**config.mk**
```make
export PLATFORM = sky130hd
export DESIGN_NAME = arc4_encrypt
export DESIGN_NICKNAME = d
export VERILOG_FILES = /design/src/rtl/arc4_pkg.sv /design/src/rtl/arc4_encrypt.sv
export SDC_FILE = /design/constraint.sdc
export NUM_CORES = 1
export LEC_CHECK = 0
export CAP_MARGIN = 15
export CORE_ASPECT_RATIO = 2
export CORE_UTILIZATION = 52
export CTS_BUF_LIST = sky130_fd_sc_hd__clkbuf_8
export CTS_CLUSTER_DIAMETER = 40
export DETAILED_ROUTE_END_ITERATION = 8
export MAX_ROUTING_LAYER = met4
export PLACE_DENSITY = 0.89
export RECOVER_POWER = 50
export SLEW_MARGIN = 15
export SYNTH_ARGS = -nofsm -noshare
export SYNTH_HDL_FRONTEND = slang
export SYNTH_SLANG_ARGS = --single-unit
```
**constraint.sdc**
```tcl
create_clock -name clk -period 9.85 [get_ports clk]
set_input_delay 1.97 -clock clk [delete_from_list [all_inputs] [get_ports clk]]
set_output_delay 1.97 -clock clk [all_outputs]
set_load 0.1 [all_outputs]
```
**src/rtl/arc4_pkg.sv**
```systemverilog
// Shared RC4 definitions: FSM state encoding, sizing constants and key byte selection.
package arc4_pkg;

    localparam int unsigned S_DEPTH   = 256;
    localparam int unsigned KEY_BYTES = 3;

    typedef enum logic [3:0] {
        StIdle,
        StInit,
        StKsaRdi,
        StKsaRdj,
        StKsaWri,
        StKsaWrj,
        StLenRd,
        StLenWr,
        StPrgaRdi,
        StPrgaRdj,
        StPrgaWri,
        StPrgaWrj,
        StPrgaRdpad,
        StPrgaRdpt,
        StPrgaWrct
    } arc4_state_e;

    // Key bytes are taken MSB first: idx 0 -> key[23:16].
    function automatic logic [7:0] keybyte(input logic [23:0] key, input int unsigned idx);
        case (idx % KEY_BYTES)
            0:       return key[23:16];
            1:       return key[15:8];
            default: return key[7:0];
        endcase
    endfunction

endpackage

```
**src/rtl/arc4_encrypt.sv**
```systemverilog
// RC4 encryptor: initialises and keys the S-box, then XORs the keystream over a
// length-prefixed plaintext buffer into a length-prefixed ciphertext buffer.
module arc4_encrypt #(
    parameter int unsigned KEY_BYTES = 3,
    parameter int unsigned MEM_DEPTH = 256
) (
    input  logic        clk,
    input  logic        rst_n,
    input  logic        en,
    output logic        rdy,
    input  logic [23:0] key,
    output logic [7:0]  s_addr,
    input  logic [7:0]  s_rddata,
    output logic [7:0]  s_wrdata,
    output logic        s_wren,
    output logic [7:0]  pt_addr,
    input  logic [7:0]  pt_rddata,
    output logic [7:0]  ct_addr,
    output logic [7:0]  ct_wrdata,
    output logic        ct_wren
);
    import arc4_pkg::*;

    localparam logic [7:0] LAST_IDX = 8'(MEM_DEPTH - 1);
    localparam logic [1:0] LAST_KB  = 2'(KEY_BYTES - 1);

    arc4_state_e state_q, state_d;
    logic [23:0] key_q, key_d;
    logic [7:0]  i_q, i_d, j_q, j_d;
    logic [8:0]  k_q, k_d;
    logic [1:0]  kidx_q, kidx_d;
    logic [7:0]  len_q, len_d;
    logic [7:0]  si_q, si_d, sj_q, sj_d;
    logic [7:0]  pad_q, pad_d;
    logic [7:0]  j_new;

    always_ff @(posedge clk) begin
        if (!rst_n) begin
            state_q <= StIdle;
            key_q   <= '0;
            i_q     <= '0;
            j_q     <= '0;
            k_q     <= '0;
            kidx_q  <= '0;
            len_q   <= '0;
            si_q    <= '0;
            sj_q    <= '0;
            pad_q   <= '0;
        end else begin
            state_q <= state_d;
            key_q   <= key_d;
            i_q     <= i_d;
            j_q     <= j_d;
            k_q     <= k_d;
            kidx_q  <= kidx_d;
            len_q   <= len_d;
            si_q    <= si_d;
            sj_q    <= sj_d;
            pad_q   <= pad_d;
        end
    end

    always_comb begin
        state_d   = state_q;
        key_d     = key_q;
        i_d       = i_q;
        j_d       = j_q;
        k_d       = k_q;
        kidx_d    = kidx_q;
        len_d     = len_q;
        si_d      = si_q;
        sj_d      = sj_q;
        pad_d     = pad_q;
        j_new     = '0;
        rdy       = 1'b0;
        s_addr    = '0;
        s_wrdata  = '0;
        s_wren    = 1'b0;
        pt_addr   = '0;
        ct_addr   = '0;
        ct_wrdata = '0;
        ct_wren   = 1'b0;

        case (state_q)
            StIdle: begin
                rdy = 1'b1;
                if (en) begin
                    key_d   = key;
                    i_d     = '0;
                    j_d     = '0;
                    kidx_d  = '0;
                    state_d = StInit;
                end
            end
            StInit: begin
                s_addr   = i_q;
                s_wrdata = i_q;
                s_wren   = 1'b1;
                i_d      = i_q + 8'd1;    // wraps back to 0 for the KSA pass
                if (i_q == LAST_IDX) state_d = StKsaRdi;
            end
            StKsaRdi: begin
                s_addr  = i_q;
                state_d = StKsaRdj;
            end
            StKsaRdj: begin
                j_new   = j_q + s_rddata + keybyte(key_q, 32'(kidx_q));
                si_d    = s_rddata;
                j_d     = j_new;
                s_addr  = j_new;
                state_d = StKsaWri;
            end
            StKsaWri: begin
                sj_d     = s_rddata;
                s_addr   = i_q;
                s_wrdata = s_rddata;
                s_wren   = 1'b1;
                state_d  = StKsaWrj;
            end
            StKsaWrj: begin
                s_addr   = j_q;
                s_wrdata = si_q;
                s_wren   = 1'b1;
                i_d      = i_q + 8'd1;
                kidx_d   = (kidx_q == LAST_KB) ? 2'd0 : kidx_q + 2'd1;
                if (i_q == LAST_IDX) begin
                    j_d     = '0;
                    state_d = StLenRd;
                end else begin
                    state_d = StKsaRdi;
                end
            end
            StLenRd: begin
                pt_addr = '0;
                state_d = StLenWr;
            end
            StLenWr: begin
                len_d     = pt_rddata;
                ct_addr   = '0;
                ct_wrdata = pt_rddata;
                ct_wren   = 1'b1;
                k_d       = 9'd1;
                i_d       = '0;
                j_d       = '0;
                state_d   = (pt_rddata == 8'd0) ? StIdle : StPrgaRdi;
            end
            StPrgaRdi: begin
                i_d     = i_q + 8'd1;
                s_addr  = i_q + 8'd1;
                state_d = StPrgaRdj;
            end
            StPrgaRdj: begin
                j_new   = j_q + s_rddata;
                si_d    = s_rddata;
                j_d     = j_new;
                s_addr  = j_new;
                state_d = StPrgaWri;
            end
            StPrgaWri: begin
                sj_d     = s_rddata;
                s_addr   = i_q;
                s_wrdata = s_rddata;
                s_wren   = 1'b1;
                state_d  = StPrgaWrj;
            end
            StPrgaWrj: begin
                s_addr   = j_q;
                s_wrdata = si_q;
                s_wren   = 1'b1;
                state_d  = StPrgaRdpad;
            end
            StPrgaRdpad: begin
                // Post-swap s[i]+s[j] equals the pre-swap pair summed.
                s_addr  = si_q + sj_q;
                state_d = StPrgaRdpt;
            end
            StPrgaRdpt: begin
                pad_d   = s_rddata;
                pt_addr = k_q[7:0];
                state_d = StPrgaWrct;
            end
            StPrgaWrct: begin
                ct_addr   = k_q[7:0];
                ct_wrdata = pad_q ^ pt_rddata;
                ct_wren   = 1'b1;
                if (k_q == {1'b0, len_q}) begin
                    state_d = StIdle;
                end else begin
                    k_d     = k_q + 9'd1;
                    state_d = StPrgaRdi;
                end
            end
            default: state_d = StIdle;
        endcase
    end

endmodule
```
==> impl_metrics.yaml, run 1 <==
place:
  dp.cells: 906
  gp_congestion: 0.929
  dpl.hpwl_um: 12100
  io_buffers: 85
timing:
  relSlewSlack_pct: -111
  rsz0062_at_grt: "no"
  fin_skew_ns: 0.00882
  hold_violations: 0
  finalSetupViolations: 0
  maxSlewViolCount: 73
  fin_crit_sh_pct: 80.8
  worst_pin_slew_ns: 3.16
  period_minus_slack_ns: 7.96
  clock.fmax_mhz: 126
  fin_tns_setup_ns: 0
power:
  netSwitchingPower_uw: 184
  power.total_uw: 717
  p_int_uw: 534
  clkPwrFrac_pct: 37.8
  power.density_nw_per_um2: 112
  peakVddDrop_mv: 0.0851
  p_sw_share_pct: 25.6
  p_leak_nw: 2.42
  pwr-share-comb_pct: 11.5
  pwr-share-seq_pct: 50.8
clocking:
  cts.clk_slew.worst_paths_ns: 0.08
  hold_buffers: 0
  cts_made_buffers: 9
  post_cts_resized: 0
  cts_setup_buffers: 0
  cts_tree: "done"
  cts_sinks: 87
  insertion_delay_ns: 0.37
  clockBufferDepth: 2
  htree_levels: 3
  cts-root-buf: "clkbuf_8"
critical_path:
  ff2ff_path_depth: 11
  reg2reg_to: "j_q[7]$_SDFFE_PN0P_"
  worstPathMaxFanout: 4
  crit_type: "input pin to output port"
  r2r_start: "kidx_q[1]$_SDFFE_PN0P_"
  cp.arrival_ns: 5.99
  r2r_slack_ns: 6.55
  start_kind: "input pin"
  end_kind: "output port"
  critPathRequiredTime_ns: 7.88
final_layout:
  area_delta_synth_final_pct: 19.9
  final_util_pct: 63.6
  drive_gt1_share_pct: 3.69
  nets: 854
  diodes: 0
  layout.cells.non_filler: 921
routing:
  routed_wl_um: 15900
  drtIter0Drc: 406
  first_pass_iters: 5
  antenna_left: 0
  wl_per_cell_um: 17.2
  route.detailed.drc: 0
  via_per_inst: 6.03
  vias: 5553
synth:
  async_flop_share_pct: 0
  synth_edf_count: 0
  syn-num-nets: 796
  ys_seq_area_share_pct: 32.5
  synthFlopType: "dfxtp_1"
  ys_types: 63
  syn_inst: 724
  yosys_register_bits: 87
  yosys_warnings: 0
  netlist_area_um2: 5350
  avgSynthCellArea_um2: 7.39
global_route:
  grt_max_degree: 73
  grt_pass1_vias: 5307
  grt_overflow: 0
  antenna_found_initial: 0
  grt_use_total_pct: 31.9
  grt_pass1_wl_um: 25500
worst_hold_path:
  hp-start: "key_q[15]$_SDFFE_PN0P_"
  hold_class: "flop to flop"
  worstHoldPathCells: 2
  min_to: "key_q[15]$_SDFFE_PN0P_"
die:
  die_height_um: 145
  core_area_um2: 10100
  chipWidth_um: 73.7
  start_util_pct: 53.1
  dieArea_um2: 10700
  rows: 52
  pin_count: 86
flow_run:
  drv_cap: 1
outcome:
  violations: "max-capacitance violations, max-slew violations"
  status: "finished with violations"
==> worst max-delay path, cell delays in order <==
cell and delay (ns):
clkdlybuf4s50_1 0.47, ha_1 0.26, fa_1 0.40, a21o_1 0.17, a21oi_1 0.26, o21bai_1 0.09
a21oi_1 0.20, xnor2_1 0.22, ha_1 0.31, xor2_1 0.18, a22o_1 0.21, a211o_1 0.27
clkdlybuf4s50_1 0.98
==> cell families (layout without fill, tap and decap cells) <==
kind of cell | after synthesis | after routing | share of synthesized area (%)
buffers and inverters | 49 | 111 | 3.93
muxes | 2 | 2 | 0.374
adders and majority gates | 29 | 29 | 7.20
xor gates and xnor gates | 34 | 34 | 5.96
and+or+nand+nor | 312 | 312 | 26.1
DFF | 87 | 87 | 32.5
AOI/OAI and AO/OA | 211 | 211 | 23.8
==> worst max-delay path by stage <==
stage / from / end / slack, ns / cells after the start
CTS: s_rddata[0] / s_addr[6] / 1.89 / 13
global placement: s_rddata[0] / s_addr[6] / 1.94 / 13
floorplan: s_rddata[0] / s_addr[7] / 1.37 / 13
detailed placement: s_rddata[0] / s_addr[6] / 1.91 / 13
global route: s_rddata[0] / s_addr[6] / 1.71 / 13
finish: s_rddata[0] / s_addr[6] / 1.89 / 13
==> power groups by stage <==
stage	clock [mW]	sequential, mW	combinational, mW
after CTS	0.273	0.364	0.0821
final	0.271	0.364	0.0822
after detailed placement	0	0.372	0.0817
after global placement	0	0.372	0.0807
after floorplan	0	0.369	0.0514
after global routing	0.288	0.365	0.0898
==> synth_stat cells, types with 6 or more instances <==
cell      number  area share [%]
a21o_1         6            0.84
a21oi_1       94             8.8
a22oi_1       21             2.9
and2_1        16             1.9
and3_1         9             1.1
buf_2          6            0.56
clkbuf_1      31             2.2
dfxtp_1       87              33
ha_1          26             6.1
inv_1          6            0.42
nand2_1      184              13
nand2b_1       6            0.70
nand3_1       24             2.2
nor2_1        37             2.6
o21ai_0       47             4.4
xnor2_1       16             2.6
xor2_1        16             2.6
==> layer usage <==
layer  vias up  wire length, µm  GRT usage (%)  share of wire [%]
met2       260             8590           55.7                 54
met5         -                0              -                  0
met4         0             1050           23.0                6.6
li1       2633                -              -                  -
met3        87              851           6.99                5.4
met1      2573             5390           28.9                 34
==> layout by cell type, fill, tap and decap left out, drive strengths merged, types with 7 or more instances in the layout <==
master,n
clkbuf,10
nor2,38
nand2,184
inv,7
o21ai,47
nand3,25
a22oi,21
xor2,17
ha,26
a21oi,94
xnor2,16
clkdlybuf4s50,82
and3,9
and2,18
dfxtp,87
==> stage by stage <==
stage / area (µm²) / setup slack, ns / hold slack (ns)
2_1_floorplan: 5350 / 1.37 / 0.436
5_1_grt: 6420 / 1.71 / 0.475
6_report: 6420 / 1.89 / 0.458
3_3_place_gp: 6210 / 1.94 / 0.442
4_1_cts: 6420 / 1.89 / 0.458
3_5_place_dp: 6210 / 1.91 / 0.447
==> sequential cells by signal, summed over array words and instances (netlist names) <==
signal	count
key_q	24
k_q	9
i_q	8
j_q	8
len_q	8
pad_q	8
si_q	8
sj_q	8
state_q	4
kidx_q	2
==> final cells by class <==
cell class	instances	area, µm²
Clock inverter	6	86.3
Tap cell	135	169
Timing Repair Buffer	89	875
Inverter	7	26.3
Fill cell	909	3670
Clock buffer	9	124
Sequential cell	87	1740
Multi-Input combinational cell	588	3400
Power figures use the tool's default switching activity.
==> run 2: changes to the inputs <==
clock period = 7.67 ns   (was 9.85 ns; I/O delays follow)
==> impl_metrics.yaml, run 2 (synthesis results as in run 1) <==
power:
  power.total_uw: 920
  p_leak_nw: 2.45
  power.density_nw_per_um2: 143
  peakVddDrop_mv: 0.129
clocking:
  cts_made_buffers: 9
  insertion_delay_ns: 0.37
  cts_setup_buffers: 0
  cts-root-buf: "clkbuf_8"
  cts_tree: "done"
  hold_buffers: 0
  htree_levels: 3
  post_cts_resized: 0
  cts_sinks: 87
  clockBufferDepth: 2
  cts.clk_slew.worst_paths_ns: 0.08
timing:
  hold_violations: 0
  relSlewSlack_pct: -110
  fin_skew_ns: 0.00816
  worst_pin_slew_ns: 3.15
  fin_crit_sh_pct: 91.3
  rsz0062_at_grt: "no"
  period_minus_slack_ns: 7.01
  maxSlewViolCount: 73
  finalSetupViolations: 0
  fin_tns_setup_ns: 0
  clock.fmax_mhz: 143
critical_path:
  reg2reg_to: "j_q[7]$_SDFFE_PN0P_"
  r2r_start: "kidx_q[0]$_SDFFE_PN0P_"
  start_kind: "input pin"
  cp.arrival_ns: 5.47
  end_kind: "output port"
  path_delay_family: "compound AO/OA/AOI/OAI gates"
  r2r_slack_ns: 4.24
  slowest_delay_ns: 0.52
  worstPathMaxFanout: 4
  crit_type: "input pin to output port"
  crit_buf_inv: 2
  crit_chain: "clkdlybuf4s50_1 -> ha_1 -> fa_1 -> a21o_1 -> a21oi_1 -> o21bai_1 -> a21oi_1 -> xnor2_1 -> ha_1 -> o41ai_1 -> xnor3_1 -> o31ai_1 -> buf_4"
  ff2ff_path_depth: 11
  cp_slowest_cell: "xnor3_1"
  critPathRequiredTime_ns: 6.14
final_layout:
  layout_common_cells: "nand2_1, a21oi_1, dfxtp_1"
  regMostFlops: "key_q"
  diodes: 0
  largest_reg_flops: 24
  reg_top3: "key_q x24, k_q x9"
  nets: 856
  area_delta_synth_final_pct: 19.9
  final_common_cell: "nand2_1"
  drive_gt1_share_pct: 4.31
routing:
  first_pass_iters: 4
  drtIter0Drc: 347
  via_per_inst: 5.95
  antenna_left: 0
  wl_per_cell_um: 17.2
  routed_wl_um: 15900
  vias: 5494
  route.detailed.drc: 0
place:
  dpl.hpwl_um: 12200
  gp_congestion: 1.01
  io_buffers: 85
worst_hold_path:
  hp-start: "key_q[3]$_SDFFE_PN0P_"
  min_to: "key_q[3]$_SDFFE_PN0P_"
  worstHoldPathCells: 2
  hold_class: "flop to flop"
global_route:
  grt_pass1_wl_um: 25800
  grt_use_total_pct: 32.4
  grt_max_degree: 73
  grt_overflow: 0
  grt_pass1_vias: 5460
  antenna_found_initial: 0
die:
  chipWidth_um: 73.7
  die_height_um: 145
  pin_count: 86
  start_util_pct: 53.1
  core_area_um2: 10100
  dieArea_um2: 10700
  rows: 52
outcome:
  violations: "max-capacitance violations, max-slew violations"
  status: "finished with violations"
flow_run:
  drv_cap: 1
==> run 2: changes by cell type in the layout (fill, tap and decap cells not counted), sizes merged <==
| cell | before | now |
|---|---|---|
| buf | 4 | 11 |
| clkdlybuf4s50 | 82 | 77 |
| clkinv | 3 | 1 |
| inv | 7 | 10 |
==> run 2: worst max-delay path by stage <==
stage	from	end	slack [ns]	cells past startpoint
6_report	s_rddata[0]	s_addr[7]	0.66	13
5_1_grt	s_rddata[0]	s_addr[7]	0.58	13
4_1_cts	s_rddata[0]	s_addr[7]	0.65	13
3_5_place_dp	s_rddata[0]	s_addr[7]	0.67	13
3_3_place_gp	s_rddata[0]	s_addr[7]	0.68	13
2_1_floorplan	s_rddata[0]	s_addr[7]	0.06	13
==> run 2: metrics by stage <==
stage                     area [µm²]  setup WS [ns]  utilization, %  std cells  hold WS, ns
final                           6420          0.665            63.6        924        0.459
after global routing            6420          0.579            63.6        924        0.479
after CTS                       6430          0.648            63.8        924        0.461
after detailed placement        6220          0.674            61.7        908        0.449
after global placement          6220          0.676            61.7        908        0.443
after floorplan                 5350         0.0592               -        724        0.436
==> run 2: worst min-delay path, cell delays in order (launching register included) <==
cell and delay, ns:
dfxtp_1 0.32, nand2_1 0.05, a21oi_1 0.05
==> run 2: report_power, final <==
| part | total (mW) | internal [mW] | switching [mW] |
|---|---|---|---|
| clock network | 0.346 | 0.182 | 0.164 |
| registers | 0.468 | 0.459 | 0.00807 |
| logic | 0.107 | 0.0453 | 0.0615 |
==> run 2: layout make-up <==
type / count / area, µm²
fillers: 911 / 3670
well taps: 135 / 169
clock inverters: 7 / 88.8
multi-input cells: 588 / 3390
inverters: 7 / 26.3
flip-flops and latches: 87 / 1740
clock buffers: 9 / 124
repair buffers: 91 / 877
==> run 2: per-layer routing <==
metal / vias up / wire (µm) / track usage (%)
met5: - / 0 / -
met4: 0 / 1190 / 24.4
met3: 83 / 749 / 5.89
met2: 234 / 8590 / 56.0
met1: 2539 / 5340 / 30.2
li1: 2638 / - / -
